### src/rtl/i2s_clkws_detect.sv
// Receive-side I2S clock/WS detector: synchronizes external SCK/WS, measures the SCK period,
// tracks bit/word position and verifies the WS frame length before reporting lock.
module i2s_clkws_detect #(
  parameter int SYNC_STAGES = 2,
  parameter int PERIOD_W    = 16,
  parameter int LOCK_FRAMES = 2
) (
  input  logic                clk_i,
  input  logic                rstn_i,
  input  logic                en_i,
  input  logic                pad_sck_i,
  input  logic                pad_ws_i,
  input  logic [4:0]          cfg_word_size_i,
  input  logic [3:0]          cfg_word_num_i,
  input  logic                cfg_dsp_en_i,
  input  logic                err_clr_i,
  output logic                sck_rise_o,
  output logic                sck_fall_o,
  output logic                ws_edge_o,
  output logic                frame_start_o,
  output logic [4:0]          bit_cnt_o,
  output logic [3:0]          word_cnt_o,
  output logic [PERIOD_W-1:0] sck_period_o,
  output logic                locked_o,
  output logic                err_o
);

  typedef enum logic [1:0] {IDLE, SEARCH, CHECK, LOCKED} state_t;

  localparam logic [PERIOD_W-1:0] PER_MAX  = '1;
  localparam logic [9:0]          INTV_MAX = 10'd1023;
  localparam logic [3:0]          LOCK_N   = 4'(LOCK_FRAMES);

  logic [SYNC_STAGES-1:0] sck_sync;
  logic [SYNC_STAGES-1:0] ws_sync;
  logic                   sck_dly;
  logic                   sck_rise;
  logic                   sck_fall;
  logic                   ws_smp;
  logic                   ws_prev;
  logic                   ws_qual;
  logic [4:0]             bit_cnt;
  logic [3:0]             word_cnt;
  logic [9:0]             interval;
  logic [9:0]             expected;
  logic                   frame_good;
  logic [PERIOD_W-1:0]    per_cnt;
  logic [PERIOD_W-1:0]    sck_period;
  logic                   timeout;
  state_t                 state;
  state_t                 state_next;
  logic [3:0]             good_cnt;
  logic [3:0]             good_next;
  logic                   err;
  logic                   err_next;

  wire sck_s = sck_sync[SYNC_STAGES-1];

  // Synchronizers keep tracking while disabled so re-enabling never sees a stale edge.
  always_ff @(posedge clk_i or negedge rstn_i) begin
    if (!rstn_i) begin
      sck_sync <= '0;
      ws_sync  <= '0;
      sck_dly  <= 1'b0;
      sck_rise <= 1'b0;
      sck_fall <= 1'b0;
      ws_smp   <= 1'b0;
    end else begin
      sck_sync <= {sck_sync[SYNC_STAGES-2:0], pad_sck_i};
      ws_sync  <= {ws_sync[SYNC_STAGES-2:0], pad_ws_i};
      sck_dly  <= sck_s;
      sck_rise <= en_i & sck_s & ~sck_dly;
      sck_fall <= en_i & ~sck_s & sck_dly;
      ws_smp   <= ws_sync[SYNC_STAGES-1];
    end
  end

  assign ws_qual = sck_rise & (cfg_dsp_en_i ? (ws_smp & ~ws_prev) : (ws_smp ^ ws_prev));

  assign expected   = ({5'd0, cfg_word_size_i} + 10'd1) * ({6'd0, cfg_word_num_i} + 10'd1);
  assign frame_good = (interval == expected);

  always_ff @(posedge clk_i or negedge rstn_i) begin
    if (!rstn_i) begin
      ws_prev  <= 1'b0;
      bit_cnt  <= '0;
      word_cnt <= '0;
      interval <= '0;
    end else if (!en_i) begin
      ws_prev  <= 1'b0;
      bit_cnt  <= '0;
      word_cnt <= '0;
      interval <= '0;
    end else if (sck_rise) begin
      ws_prev <= ws_smp;
      if (ws_qual) begin
        bit_cnt  <= '0;
        word_cnt <= '0;
        interval <= 10'd1;
      end else begin
        if (bit_cnt >= cfg_word_size_i) begin
          bit_cnt  <= '0;
          word_cnt <= (word_cnt >= cfg_word_num_i) ? 4'd0 : word_cnt + 4'd1;
        end else begin
          bit_cnt <= bit_cnt + 5'd1;
        end
        if (interval != INTV_MAX)
          interval <= interval + 10'd1;
      end
    end
  end

  // Period counter saturation doubles as the SCK-loss timeout.
  always_ff @(posedge clk_i or negedge rstn_i) begin
    if (!rstn_i) begin
      per_cnt    <= '0;
      sck_period <= '0;
    end else if (!en_i) begin
      per_cnt    <= '0;
      sck_period <= '0;
    end else if (sck_rise) begin
      per_cnt    <= '0;
      sck_period <= (per_cnt == PER_MAX) ? PER_MAX : per_cnt + 1'b1;
    end else if (per_cnt != PER_MAX) begin
      per_cnt <= per_cnt + 1'b1;
    end
  end

  assign timeout = en_i & ~sck_rise & (per_cnt == PER_MAX);

  always_ff @(posedge clk_i or negedge rstn_i) begin
    if (!rstn_i) begin
      state    <= IDLE;
      good_cnt <= '0;
      err      <= 1'b0;
    end else begin
      state    <= state_next;
      good_cnt <= good_next;
      err      <= err_next;
    end
  end

  always_comb begin
    state_next = state;
    good_next  = good_cnt;
    err_next   = err & ~err_clr_i;
    if (!en_i) begin
      state_next = IDLE;
      good_next  = '0;
    end else begin
      case (state)
        IDLE: state_next = SEARCH;
        SEARCH: begin
          if (ws_qual) begin
            state_next = CHECK;
            good_next  = '0;
          end
        end
        CHECK: begin
          if (timeout) begin
            state_next = SEARCH;
          end else if (ws_qual) begin
            if (!frame_good) begin
              good_next = '0;
            end else if (good_cnt + 4'd1 >= LOCK_N) begin
              state_next = LOCKED;
              good_next  = '0;
            end else begin
              good_next = good_cnt + 4'd1;
            end
          end
        end
        LOCKED: begin
          if (timeout) begin
            state_next = SEARCH;
          end else if (ws_qual && !frame_good) begin
            state_next = CHECK;
            good_next  = '0;
            err_next   = 1'b1;
          end
        end
        default: state_next = IDLE;
      endcase
    end
  end

  assign sck_rise_o    = sck_rise;
  assign sck_fall_o    = sck_fall;
  assign ws_edge_o     = ws_qual;
  assign locked_o      = (state == LOCKED);
  assign frame_start_o = ws_qual & locked_o & (cfg_dsp_en_i | ~ws_smp);
  assign bit_cnt_o     = bit_cnt;
  assign word_cnt_o    = word_cnt;
  assign sck_period_o  = sck_period;
  assign err_o         = err;

endmodule

### config.mk
export PLATFORM = sky130hd
export DESIGN_NAME = i2s_clkws_detect
export DESIGN_NICKNAME = d
export VERILOG_FILES = /design/src/rtl/i2s_clkws_detect.sv
export SDC_FILE = /design/constraint.sdc
export NUM_CORES = 1
export LEC_CHECK = 0
export CORE_MARGIN = 4
export CORE_UTILIZATION = 58
export CTS_CLUSTER_SIZE = 8
export DETAILED_ROUTE_END_ITERATION = 8
export PLACE_DENSITY = 0.88
export REMOVE_ABC_BUFFERS = 1
export SKIP_LAST_GASP = 1
export SLEW_MARGIN = 20
export SYNTH_ARGS = -nofsm -noshare
export SYNTH_HDL_FRONTEND = slang
export SYNTH_SLANG_ARGS = --single-unit
### constraint.sdc
create_clock -name clk_i -period 3.25 [get_ports clk_i]
set_clock_uncertainty 0.05 [all_clocks]
set_input_delay 0.325 -clock clk_i [delete_from_list [all_inputs] [get_ports clk_i]]
set_output_delay 0.325 -clock clk_i [all_outputs]
set_load 0.005 [all_outputs]
Word level (Yosys, flattened, before mapping):

Index checks and enable logic that the tools add are counted.

* register bits after elaboration: 67
* latch bits: 0
* memory bits (writable): 0
* ROM bits: 0
* bits of input ports: 16
* output and inout port bits: 31
* logic and storage cells: 117
* memories: 0

* $add $sub $neg: 7
* multiply operators: 1
* div/mod/pow operators: 0
* order comparisons: 3
* equal/unequal tests: 21
* shifts and indexed selects: 0
* multiplexer cells: 44
* bitwise logic cells: 19
* reduce and logical (&&, ||, !) cells: 7

Operators with widths (number)
* 16-bit 2-to-1 mux: 6
* 4-bit 2-to-1 mux: 13
* 10-bit 2-to-1 mux: 4
* 5-bit 2-to-1 mux: 4
* 16-bit by 1-bit adder with 16-bit output, second input constant: 1
* 16-bit equality test, second input constant: 1
* 2-bit 2-to-1 mux: 8
* 16-bit inequality test, second input constant: 1
* 3-bit inequality test, second input constant: 4
* 4-bit inequality test, second input constant: 3
* 4-bit one-hot mux with 3 select lines: 1
* 1-bit AND: 11
* 10-bit by 1-bit adder with 10-bit output, second input constant: 1
* 10-bit equality test: 1
* 6-bit by 5-bit multiplier with 10-bit output: 1
* 10-bit inequality test, second input constant: 1
* 3-bit by 1-bit inequality test with 1-bit output, second input constant: 3
* 4-bit by 1-bit adder with 4-bit output, second input constant: 2
* 2-bit one-hot mux with 4 select lines: 1
* 1-bit 2-to-1 mux: 7
* 5-bit by 1-bit adder with 6-bit output, second input constant: 1
* 1-bit NOT: 6
* 6-bit AND reduction: 1
* 4-bit by 1-bit adder with 5-bit output, second input constant: 1
* 17 further kinds: 19

Longest topological paths before layout:

* word-level depth: 9
* depth in mapped cells: 17
* mapped depth without buffers: 17

Least setup slack after synthesis:

No wires, ideal clock.

* path type: input -> register
* start: input cfg_word_num_i[0]
* end: register state[1]
* setup time: 92 ps
* arrival time: 4352 ps
* data required time: 3108 ps
* slack: -1244 ps
* stages on the path: 16
* path buffers: 0
* cells stage by stage: ha_1 and3_4 or2b_1 fa_1 fa_1 inv_1 fa_1 ha_1 a211oi_2 nor2_1 xnor2_1 nand4_2 nor4_4 o21ba_2 nand2_1 o31ai_2

* word-level cells in the longest chain between the ends: 7
* elaborated cells between the ends (all ways): 8
* those cells by class: 1 x add/sub; 1 x mul; 3 x eq/ne; 3 x reduce/logical

Ends and longest elaborated chain
* start, declared: line 14 `input logic [3:0] cfg_word_num_i,`
* 4-bit by 1-bit adder with 5-bit output *: line 80 `assign expected = ({5'd0, cfg_word_size_i} + 10'd1) * ({6'd0, cfg_word_num_i} + 10'd1);`
* 6-bit by 5-bit multiplier with 10-bit output *: line 80
* 10-bit equality test *: line 81 `assign frame_good = (interval == expected);`
* 1-bit zero test: line 176 `end else if (ws_qual && !frame_good) begin`
* 1-bit logical AND: line 176
* 4-bit by 2-bit inequality test with 1-bit output (no source line)
* 5-bit AND reduction (no source line) *
* end signal, assigned: line 137 `state <= state_next;`
* end, declared: line 50 `state_t state;`

Mark *: on every way between the ends. The rest lies on a longest branch, timed or not.
A chain may end at the register's enable or synchronous reset.

Final worst setup path:

Same ends and word-level chain as after synthesis.

==> flow_summary.json <==
{
  "status": "finished, violations left",
  "violations": "setup timing",
  "arrival_ns": 4.48,
  "cts_tree": "yes",
  "setup_viol": 7,
  "clkSinkCount": 67,
  "period_needed_ns": 4.28,
  "synth_area_leaders": "dfrtp_1, ha_1, xnor2_1",
  "fmax_mhz": 234,
  "syn_area_per_cell_um2": 9.42,
  "async_flop_share": 1.00,
  "nNetsFinal": 634,
  "cts_max_level": 3,
  "place_area_um2": 5340,
  "portBuffers": 46,
  "crit_required_ns": 3.45,
  "first_iter_violations": 209,
  "core_um2": 7410,
  "reg2reg_from": "interval[0]",
  "yosysWarnings": 0,
  "num_antenna_cells": 0,
  "synth_seq_cells": 67,
  "synth_edf_count": 0,
  "crit_end": "state[1]",
  "power.density_nw_per_um2": 441,
  "grt_pass1_wl_mm": 18.1,
  "drv_cap": 0,
  "fillers": 461,
  "fin_tns_setup_ns": -6.67,
  "routed_wl_mm": 10.8,
  "vdd_drop_max_v": 0.000312,
  "synth_top_area_frac": 0.371,
  "via_count": 3778,
  "synth_common_cells": "dfrtp_1, nand2_1, nor2_1, ha_1",
  "syn_to_final_growth_pct": 27.8,
  "grt_use_total": 0.252,
  "critPathMaxFanout": 4,
  "clockBufferDepth": 2,
  "ant_nets": 0,
  "tightest_slew_ns": 0.580,
  "seq_power_share": 0.373,
  "dieArea_um2": 9280,
  "p_clk_frac": 0.243,
  "gr-total-overflow": 0,
  "antenna_found_initial": 0,
  "place_congestion": 1.00,
  "netlist_area_um2": 4520,
  "switching_share": 0.339,
  "pre_cts_ws_ns": -1.97,
  "io-pin-count": 47,
  "r2r.worst_path.cells": 9,
  "synth_ff_type": "dfrtp_1",
  "cts_buffers": 9,
  "initial_core_util": 0.611,
  "via_per_inst": 5.64,
  "first_global_vias": 3953,
  "combPwrFrac": 0.383,
  "setup_slack_ns": -1.03,
  "cts_root_buf": "clkbuf_8",
  "syn_inst": 480,
  "multi_input_area_um2": 2910,
  "drc": 0,
  "max_slew_margin": 0.613,
  "cp-end-kind": "flip-flop",
  "yosysUniqueCellTypes": 57,
  "intPower_w": 0.00168,
  "wire_per_inst_um": 16.1,
  "r2r_slack_ns": 0.63,
  "fin_area_um2": 5780,
  "r2r_end": "interval[9]",
  "die_h_um": 96.3,
  "yosysMostFrequentCell": "dfrtp_1",
  "post-dp-hpwl_mm": 7.58,
  "finalHoldViolCount": 0,
  "synth_area_leader_cell": "dfrtp_1",
  "ys_seq_area_frac": 0.371,
  "hold_path.class": "flip-flop to flip-flop",
  "regArea_um2": 1680,
  "crit_path_start_kind": "primary input",
  "grt_setup_unrepaired": "true",
  "grt_max_degree": 47,
  "p_leak_nw": 2.89,
  "clock_latency_ns": 0.34,
  "clk_pin_slew_worst_paths_ns": 0.07,
  "drive_above_1_share": 0.179,
  "first_pass_iters": 4,
  "startpoint": "cfg_word_num_i[0]",
  "rows": 31,
  "final_max_slew_viol_count": 0,
  "min_period_over_period": 1.32,
  "path_class": "primary input to flip-flop",
  "whs_ns": 0.300,
  "die_x_um": 96.3,
  "power.switching_w": 0.000866
}
## power by group through the flow
stage / Combinational, W / Clock (W) / Sequential, W
4_1_cts: 0.000907 / 0.000633 / 0.000951
3_3_place_gp: 0.000766 / 0 / 0.000961
5_1_grt: 0.00108 / 0.000669 / 0.000962
6_report: 0.000978 / 0.000620 / 0.000952
3_5_place_dp: 0.000811 / 0 / 0.000965
2_1_floorplan: 0.000508 / 0 / 0.000957
## state kept, by name, summed over array words and instances, names as in the netlist
signal / flops
per_cnt: 16
sck_period_o: 16
interval: 10
bit_cnt_o: 5
good_cnt: 4
word_cnt_o: 4
sck_sync: 2
state: 2
ws_sync: 2
err_o: 1
sck_dly: 1
sck_fall_o: 1
sck_rise_o: 1
ws_prev: 1
ws_smp: 1
## per-stage QoR
| step | total power (W) | std cells | utilization |
|---|---|---|---|
| 2_1_floorplan | 0.00147 | 466 | - |
| 3_3_place_gp | 0.00173 | 650 | 0.720 |
| 3_5_place_dp | 0.00178 | 650 | 0.720 |
| 4_1_cts | 0.00249 | 670 | 0.773 |
| 5_1_grt | 0.00271 | 670 | 0.780 |
| 6_report | 0.00255 | 670 | 0.780 |
## cells in the final DEF, fill, tap and decap left out, drive strengths merged, types with 7 or more instances in the layout
master,Yosys,final
nand4,8,8
dfrtp,67,67
xor2,17,17
nor2b,11,11
a21o,7,7
nand3,20,20
a21oi,13,13
inv,27,27
ha,40,40
clkdlybuf4s50,0,37
clkbuf,9,13
and2,14,14
xnor2,27,27
buf,5,49
nand2,55,55
fa,11,11
and3,8,8
o21ai,21,21
o211a,12,12
nor2,54,54
## final cells by class
| class | instances | area share |
|---|---|---|
| multi-input combinational | 372 | 0.504 |
| sequential | 67 | 0.290 |
| timing repair buffer | 90 | 0.137 |
| clock buffer | 11 | 0.0262 |
| tap | 99 | 0.0214 |
| inverter | 27 | 0.0175 |
| clock inverter | 4 | 0.00454 |
## worst max-delay path, stage by stage
cell and delay (ns):
buf_8 0.08, ha_4 0.14, and3_4 0.17, or2b_1 0.25, fa_1 0.51, fa_1 0.52, inv_2 0.04, fa_1 0.60
ha_4 0.23, buf_6 0.13, o21ai_4 0.14, o21ai_2 0.08, a31oi_2 0.25, xnor2_2 0.11, nor4_4 0.41, o21ba_4 0.22
nand2_2 0.06, o31ai_2 0.21
## how the worst min path moves through the flow
| stage | end | slack, ns | start | cells after the start |
|---|---|---|---|---|
| 2_1_floorplan | bit_cnt_o[0] | -0.02 | rstn_i | 0 |
| 3_3_place_gp | sck_period_o[10] | 0.26 | rstn_i | 1 |
| 3_5_place_dp | sck_period_o[8] | 0.27 | rstn_i | 1 |
| 4_1_cts | ws_smp | 0.30 | ws_sync[1] | 0 |
| 5_1_grt | ws_smp | 0.31 | ws_sync[1] | 0 |
| 6_report | ws_smp | 0.30 | ws_sync[1] | 0 |
## routing by layer
layer	GRT usage	vias to the layer above	wire length [µm]
met5	0	-	0
met4	0.0853	0	195
met3	0.0438	18	441
met2	0.453	102	5710
met1	0.305	1838	4450
li1	-	1820	-
## cell families after synthesis
logic type,count (synthesis),synth area share
xor+xnor,44,0.0852
buf+inv,41,0.0351
simple gates,196,0.218
compound gates,77,0.123
mux,4,0.00885
fa+ha+maj,51,0.159
flops,67,0.371
## repair_timing
item                                    in CTS  in global routing
pin swaps                                   24                 24
buffers inserted                             4                  0
hold buffers                                 1                  0
endpoints found under the setup margin       7                  7
gates resized for setup                     60                 12
hold endpoints to repair                    21                  0
Power figures use the tool's default switching activity.
